File: config.mk
export PLATFORM = sky130hd
export DESIGN_NAME = bullet_slot_ctrl
export DESIGN_NICKNAME = d
export VERILOG_FILES = /design/src/rtl/bullet_slot_ctrl.sv
export SDC_FILE = /design/constraint.sdc
export NUM_CORES = 1
export LEC_CHECK = 0
export BUFFER_PORTS_ARGS = -buffer_cell sky130_fd_sc_hd__buf_2
export CAP_MARGIN = 5
export CORE_MARGIN = 3
export CORE_UTILIZATION = 54
export DETAILED_ROUTE_END_ITERATION = 8
export GPL_TIMING_DRIVEN = 0
export HOLD_SLACK_MARGIN = 0.12
export PLACE_DENSITY_LB_ADDON = 0.2
export SETUP_SLACK_MARGIN = 0.05
export SLEW_MARGIN = 20
export SYNTH_ARGS = -nofsm -noshare
export SYNTH_HDL_FRONTEND = slang
export SYNTH_SLANG_ARGS = --single-unit
File: constraint.sdc
create_clock -name frame_clk -period 1.6 [get_ports frame_clk]
set_input_delay 0.08 -clock frame_clk [delete_from_list [all_inputs] [get_ports frame_clk]]
set_output_delay 0.08 -clock frame_clk [all_outputs]
set_load 0.03 [all_outputs]
File: src/rtl/bullet_slot_ctrl.sv
// Per-tank shot scheduler: fire presses become one-cycle create pulses on the lowest free bullet slot,
// with cooldown, per-slot lifetime and hit release. Define BULLET_AUTO_FIRE_EN for held-key auto-fire.
module bullet_slot_ctrl #(
  parameter int NUM_SLOTS       = 3,
  parameter int LIFE_FRAMES     = 240,
  parameter int COOLDOWN_FRAMES = 15
) (
  input  logic                 frame_clk,
  input  logic                 Reset_n,
  input  logic                 enable,
  input  logic                 fire,
  input  logic [NUM_SLOTS-1:0] hit,
  output logic [NUM_SLOTS-1:0] create,
  output logic [NUM_SLOTS-1:0] slot_live,
  output logic [2:0]           free_count,
  output logic                 shot_fired
);

  localparam int LW = (LIFE_FRAMES > 1)     ? $clog2(LIFE_FRAMES)     : 1;
  localparam int CW = (COOLDOWN_FRAMES > 1) ? $clog2(COOLDOWN_FRAMES) : 1;
  localparam int SW = (NUM_SLOTS > 1)       ? $clog2(NUM_SLOTS)       : 1;

  localparam logic [LW-1:0] LIFE_INIT = LW'(LIFE_FRAMES - 1);
  localparam logic [CW-1:0] CD_INIT   = CW'(COOLDOWN_FRAMES - 1);

  typedef enum logic [1:0] {
    IDLE,
    FIRE,
    COOLDOWN,
    WAIT_RELEASE
  } state_t;

  state_t          state, state_nxt;
  logic            fire_q;
  logic            start;
  logic            any_free;
  logic [SW-1:0]   sel, sel_nxt, free_sel;
  logic [CW-1:0]   cd, cd_nxt;
  logic [LW-1:0]   life [NUM_SLOTS];
  logic [2:0]      live_cnt;

  always_comb begin
    live_cnt = '0;
    free_sel = '0;
    for (int i = NUM_SLOTS - 1; i >= 0; i--) begin
      live_cnt = live_cnt + 3'(slot_live[i]);
      if (!slot_live[i]) free_sel = SW'(i);
    end
  end

  assign free_count = 3'(NUM_SLOTS) - live_cnt;
  assign any_free   = (free_count != 3'd0);

`ifdef BULLET_AUTO_FIRE_EN
  assign start = fire & enable & any_free;
`else
  logic fire_rise;
  assign fire_rise = fire & ~fire_q;
  assign start     = fire_rise & enable & any_free;
`endif

  always_comb begin
    // NOTE: every output of this block gets a default first, so no path can infer a latch.
    state_nxt  = state;
    sel_nxt    = sel;
    cd_nxt     = cd;
    create     = '0;
    shot_fired = 1'b0;
    unique case (state)
      IDLE: begin
        if (start) begin
          state_nxt = FIRE;
          sel_nxt   = free_sel;
        end
      end
      FIRE: begin
        create     = NUM_SLOTS'(1) << sel;
        shot_fired = 1'b1;
        cd_nxt     = CD_INIT;
        state_nxt  = COOLDOWN;
      end
      COOLDOWN: begin
        if (cd != '0) begin
          cd_nxt = cd - 1'b1;
        end else begin
`ifdef BULLET_AUTO_FIRE_EN
          if (start) begin
            state_nxt = FIRE;
            sel_nxt   = free_sel;
          end else begin
            state_nxt = IDLE;
          end
`else
          state_nxt = fire ? WAIT_RELEASE : IDLE;
`endif
        end
      end
      WAIT_RELEASE: begin
        if (!fire) state_nxt = IDLE;
      end
      default: state_nxt = IDLE;
    endcase
    // Round stopped: abort whatever is in flight, including a FIRE about to land.
    if (!enable) begin
      state_nxt = IDLE;
      cd_nxt    = '0;
    end
  end

  // NOTE: state registers use non-blocking assignments so every flop samples pre-edge values.
  always_ff @(posedge frame_clk or negedge Reset_n) begin
    if (!Reset_n) begin
      state  <= IDLE;
      sel    <= '0;
      cd     <= '0;
      fire_q <= 1'b0;
    end else begin
      state  <= state_nxt;
      sel    <= sel_nxt;
      cd     <= cd_nxt;
      fire_q <= fire;
    end
  end

  // A launch into slot sel overrides a stale hit on it; other slots expire or get hit in parallel.
  always_ff @(posedge frame_clk or negedge Reset_n) begin
    if (!Reset_n) begin
      slot_live <= '0;
      // NOTE: the life counters are a handful of flops, not a RAM, so resetting them is cheap and keeps them deterministic.
      for (int k = 0; k < NUM_SLOTS; k++) life[k] <= '0;
    end else begin
      for (int k = 0; k < NUM_SLOTS; k++) begin
        if (!enable) begin
          slot_live[k] <= 1'b0;
          life[k]      <= '0;
        end else if (state == FIRE && sel == SW'(k)) begin
          slot_live[k] <= 1'b1;
          life[k]      <= LIFE_INIT;
        end else if (slot_live[k]) begin
          if (hit[k] || life[k] == '0) begin
            slot_live[k] <= 1'b0;
            life[k]      <= '0;
          end else begin
            life[k] <= life[k] - 1'b1;
          end
        end
      end
    end
  end

endmodule

=== After elaboration in Yosys (flattened, before gate mapping) ===
Cells that the tools add are included.

* Add/subtract/negate cells: 7
* Equal/unequal tests: 13
* Shifts and indexed selects: 1
* Muxes and demuxes: 38
* Bitwise logic cells: 4
* Reduce and logical (&&, ||, !) cells: 16

{| class="wikitable"
|+ Operators by type and width
! operator !! number
|-
| 2-to-1 mux 8 bit || 12
|-
| logical NOT 8 bit || 3
|-
| subtractor 8 x 1 -> 8 bit, second input constant || 3
|-
| 2-to-1 mux 2 bit || 8
|-
| 2-to-1 mux 1 bit || 13
|-
| != test 3 x 1 -> 1 bit, second input constant || 4
|-
| != test 3 bit, second input constant || 4
|-
| 2-to-1 mux 4 bit || 2
|-
| case mux 2 bit (4 select lines) || 1
|-
| case mux 4 bit (2 select lines) || 1
|-
| == test 2 bit, second input constant || 3
|-
| == test 2 x 1 -> 1 bit, second input constant || 2
|-
| logical NOT 2 bit || 2
|-
| AND reduction 2 bit || 2
|-
| nonzero test 4 bit || 1
|-
| subtractor 4 x 1 -> 4 bit, second input constant || 1
|-
| adder 2 x 1 -> 3 bit || 1
|-
| bitwise AND 1 bit || 3
|-
| logical AND 1 bit || 3
|-
| logical OR 1 bit || 3
|-
| 2-to-1 mux 3 bit || 1
|-
| AND reduction 3 bit || 1
|-
| nonzero test 3 bit || 1
|-
| << shifter 1 x 2 -> 3 bit, first input constant || 1
|-
| other kinds (3) || 3
|}

* Register bits after elaboration: 36
* Input bits: 7
* Output and inout port bits: 10

=== Depth between registers and ports, before layout ===
* Depth in word-level cells: 8
* Mapped depth: 6

=== Worst setup path after synthesis ===
No wires, ideal clock.

* Kind: flip-flop to flip-flop
* Start point: register slot_live[0]
* End point: register sel[0]
* Setup time: 125 ps
* Arrival: 1,969 ps
* Setup slack: -494 ps
* Stages on the path, launching flop included: 6
* Clock period less this slack: 2,094 ps
* Cell sequence: dfrtp_1 > fa_1 > inv_1 > o21ai_0 > nor2_1 > mux2_2

* Word-level cells in the longest chain between the ends: 5

{| class="wikitable"
|+ Ends and longest elaborated chain
! item !! RTL line !! source
|-
| start, declared || 14 || <nowiki>output logic [NUM_SLOTS-1:0] slot_live,</nowiki>
|-
| start signal, assigned || 128 || <nowiki>slot_live <= '0;</nowiki>
|-
| start signal, assigned by index || 134 || <nowiki>slot_live[k] <= 1'b0;</nowiki>
|-
| start signal, assigned by index || 137 || <nowiki>slot_live[k] <= 1'b1;</nowiki>
|-
| adder 2 x 1 -> 3 bit || 46 || <nowiki>live_cnt = live_cnt + 3'(slot_live[i]);</nowiki>
|-
| subtractor 2 x 3 -> 3 bit || 51 || <nowiki>assign free_count = 3'(NUM_SLOTS) - live_cnt;</nowiki>
|-
| net free_count[0] || 15 || <nowiki>output logic [2:0] free_count,</nowiki>
|-
| nonzero test 3 bit || 52 || <nowiki>assign any_free = (free_count != 3'd0);</nowiki>
|-
| bitwise AND 1 bit || 59 || <nowiki>assign start = fire_rise & enable & any_free;</nowiki>
|-
| AND reduction 2 bit (no source line) || -- ||
|-
| end signal, assigned || 119 || <nowiki>sel <= sel_nxt;</nowiki>
|-
| end, declared || 37 || <nowiki>logic [SW-1:0] sel, sel_nxt, free_sel;</nowiki>
|}

The timed path passes the listed nets, and every way through them passes these cells.
A chain may end at the register's enable or synchronous reset.

=== Final worst setup path ===
* Start point: register life[4] (netlist name)
* End point: register life[1] (netlist name)

* Word-level cells in the longest chain between the ends: 6

{| class="wikitable"
|+ Ends and longest elaborated chain
! item !! RTL line !! source
|-
| start, declared || 39 || <nowiki>logic [LW-1:0] life [NUM_SLOTS];</nowiki>
|-
| start signal, assigned by index || 144 || <nowiki>life[k] <= life[k] - 1'b1;</nowiki>
|-
| logical NOT 8 bit || 140 || <nowiki>if (hit[k] || life[k] == '0) begin</nowiki>
|-
| logical OR 1 bit || 140 ||
|-
| 2-to-1 mux 8 bit || 140 ||
|-
| 2-to-1 mux 8 bit || 139 || <nowiki>end else if (slot_live[k]) begin</nowiki>
|-
| 2-to-1 mux 8 bit || 136 || <nowiki>end else if (state == FIRE && sel == SW'(k)) begin</nowiki>
|-
| 2-to-1 mux 8 bit || 133 || <nowiki>if (!enable) begin</nowiki>
|}

No other way between the ends. The select of a mux whose other input is x is not followed.

==> metrics.md <==
| Metric | Value |
|---|---|
| Critical Path End Type | `flop` |
| Largest stage delay, worst path | `0.58 ns` |
| Synth top area cells | `dfrtp_1 (41%), a21oi_1 (4.6%), ha_1 (4.6%), o21ai_0 (3.7%), inv_1 (3.6%)` |
| Final Cell Area | `0.00321 mm^2` |
| Initial antenna violation count | `0` |
| Clk pin slew, worst setup/hold paths | `0.08 ns` |
| Die area | `about 0.005 mm^2` |
| Clk_lat worst skew | `0.30 ns` |
| Seq cells post-synth | `36` |
| IO Pins | `17` |
| Failing checks | `setup timing` |
| Multi-input logic area | `0.00153 mm^2` |
| Mapped Area | `0.00219 mm^2` |
| Clk buf depth | `2` |
| Placer congestion estimate | `0.908` |
| Most frequent cells after synthesis | `dfrtp_1 (36), inv_1 (21), a21oi_1 (20)` |
| Crit path max-delay cell type | `or4_4` |
| Final setup TNS | `-1.07 ns` |
| Nets | `around 330` |
| Die Y | `roughly 70 um` |
| Share of layout cells above drive strength 1 | `0.452` |
| Post-synth net total | `around 260` |
| GR Overflow Total | `0` |
| ANT cells | `0` |
| Final Hold Viols | `0` |
| Pre-Repair DR Iteration Count | `5` |
| Slew HR | `0.438` |
| First-pass GRT wire length | `10.1 mm` |
| Iteration-0 DRC Markers | `244` |
| Port Buffer Count | `15` |
| Register area share after synthesis | `0.411` |
| CP Cell Sequence | `or4_4 > o311a_4 > a221oi_2 > nor2_1` |
| DR vias | `2298` |
| Die extent in x | `69.7 um` |
| Lkg Pwr | `approximately 1.4 nW` |
| Routed Antenna Nets | `0` |
| Largest net degree at the start of global routing | `37` |
| Final period utilization | `1.09` |
| Hold Crit Class | `input pin to flop` |
| Count leader, synth | `dfrtp_1` |
| Clk_skew | `between 0.009 and 0.01 ns` |
| CTS tree | `built` |
| Crit path kind | `flop to flop` |
| CP Data Required Time | `1.77 ns` |
| Post-Route Utilization | `0.844` |
| Max Slew Vio Count | `0` |
| Half-perimeter wire length after placement | `3.46 mm` |
| Avg Synthesized Cell Area | `9.10 um^2` |
| Clock sinks | `36` |
| Status | `finished, violations left` |
| Num CTS Buffers | `5` |
| FF/Latch Area | `slightly above 900 um^2` |
| Worst hold slack | `0.218 ns` |
| Root buffer cell | `clkbuf_8` |
| RSZ-0062 raised after global routing | `true` |
| Worst-margin pin slew | `around 0.84 ns` |
| Post-synth EDFFs | `0` |
| Dpl cell area | `0.00240 mm^2` |
| Yosys top cell by area | `dfrtp_1` |
| Worst path buffer plus inverter count | `0` |
| Final setup fails | `19` |
| Dpl ws | `-0.189 ns` |
| Total wire length | `6.92 mm` |
| Maximum clock rate | `573 MHz` |
| Final min period | `1.75 ns` |
| DRC violations left | `0` |
| CP delay by family, top | `simple AND/OR/NAND/NOR gates` |
| Async SR Flop Fraction | `1.00` |
| Maximum vdd drop | `roughly 0.48 mV` |
| Fill cell count | `201` |
| Synth unique cells | `55` |
| Number of synthesis warnings | `0` |
| Startpoint Class | `flop` |
| Max_cap viols | `0` |
| Overall Global Routing Usage | `0.260` |
| Final WS setup | `-0.146 ns` |
| H-tree levels | `2` |
| Routed WL per cell | `slightly below 20 um` |
| Critical Path AT | `~1.9 ns` |
| Avg Vias per Cell | `6.42` |
| Core ar. | `0.00380 mm^2` |
| Synth-to-layout area growth | `46.2%` |
| Synth Instances | `between 200 and 250` |
| Initial cell density of the core | `0.577` |
| Pwr dens | `about 740 mW/mm^2` |
| Vias in the first global route | `2092` |
| CP Max Fanout | `3` |
| Row count | `22` |
| Prevailing post-synth register cell | `dfrtp_1` |
| Yosys top cell area share | `0.411` |
==> layout by cell type, fill, tap and decap left out, drive strengths merged, types with 2 or more instances in the layout <==
cell	Yosys	layout
nor4	8	8
a31oi	9	9
a221oi	5	5
dfrtp	36	36
or4	4	4
nor3b	6	6
inv	21	21
buf	2	60
dlygate4sd3	0	4
nor2b	3	3
nand3	2	2
clkinv	1	2
o21ai	17	17
or2	2	2
a211oi	3	3
or3	2	2
mux2i	2	2
or3b	2	2
o21a	4	4
nand2	14	14
clkbuf	6	10
ha	8	8
a21oi	20	20
o41ai	2	2
mux2	3	3
nor2	15	15
nor3	9	9
o22ai	2	2
nand2b	6	6
a21o	5	5
o31ai	2	2
==> worst paths after layout <==
kind	endpoint	cells after the start	slack, ns	start
max in group asynchronous	slot_live[2]$_DFF_PN0_	2	0.59	Reset_n
setup / recovery	life[1]$_DFFE_PN0P_	4	-0.15	life[4]$_DFFE_PN0P_
hold reg to reg	life[7]$_DFFE_PN0P_	2	0.60	life[7]$_DFFE_PN0P_
setup reg to reg	life[1]$_DFFE_PN0P_	4	-0.15	life[4]$_DFFE_PN0P_
min in group asynchronous	life[22]$_DFFE_PN0P_	2	0.41	Reset_n
hold / removal	life[20]$_DFFE_PN0P_	4	0.22	hit[0]
==> worst reg2reg max path: stages (launching register included) <==
cell	delay, ns
dfrtp_1	0.39
or4_4	0.58
o311a_4	0.35
a221oi_2	0.24
nor2_1	0.06
==> layer usage <==
metal,share of wire,GRT usage,wire (um)
met5,0,0,0
met4,0.028,0.102,193
met3,0.053,0.0580,366
met2,0.50,0.436,3490
met1,0.42,0.325,2870
==> metrics by stage <==
step	total power, mW	instances
6_report	2.37	358
2_1_floorplan	1.23	241
4_1_cts	2.23	340
3_5_place_dp	1.33	304
3_3_place_gp	1.32	304
5_1_grt	2.46	358
==> area by class of cell <==
| type | count | area share |
|---|---|---|
| Buffer | 7 | 0.0105 |
| Clock buffer | 5 | 0.0215 |
| Clock inverter | 3 | 0.0133 |
| Inverter | 22 | 0.0258 |
| Multi-Input combinational cell | 175 | 0.478 |
| Sequential cell | 36 | 0.283 |
| Tap cell | 48 | 0.0187 |
| Timing Repair Buffer | 62 | 0.149 |
==> kinds of logic after synthesis <==
kind of cell	count (synthesis)	share of synthesized area
muxes	5	0.0245
and+or+nand+nor	77	0.193
adders and majority gates	9	0.0548
DFF	36	0.411
xor gates and xnor gates	1	0.00400
other	1	0.00171
AOI/OAI and AO/OA	82	0.257
buffers and inverters	30	0.0537
==> report_power, final <==
group | internal (mW) | switching (mW)
logic | 0.262 | 0.287
clock network | 0.461 | 0.373
registers | 0.943 | 0.0437
total | 1.67 | 0.704
==> timing repair <==
| item | 4_1_cts | 5_1_grt |
|---|---|---|
| gates cloned | 0 | 0 |
| resized for setup | 39 | 49 |
| endpoints found under the hold margin | 40 | 0 |
| hold buffers | 4 | 0 |
| setup buffers | 24 | 19 |
| endpoints found under the setup margin | 33 | 36 |
| pin swaps | 16 | 26 |
==> sequential cells by signal, summed over array words and instances (netlist names) <==
| signal | flops |
|---|---|
| cd | 4 |
| fire_q | 1 |
| life | 24 |
| sel | 2 |
| slot_live | 3 |
| state | 2 |
No activity file was read; power rests on OpenSTA's default activity.
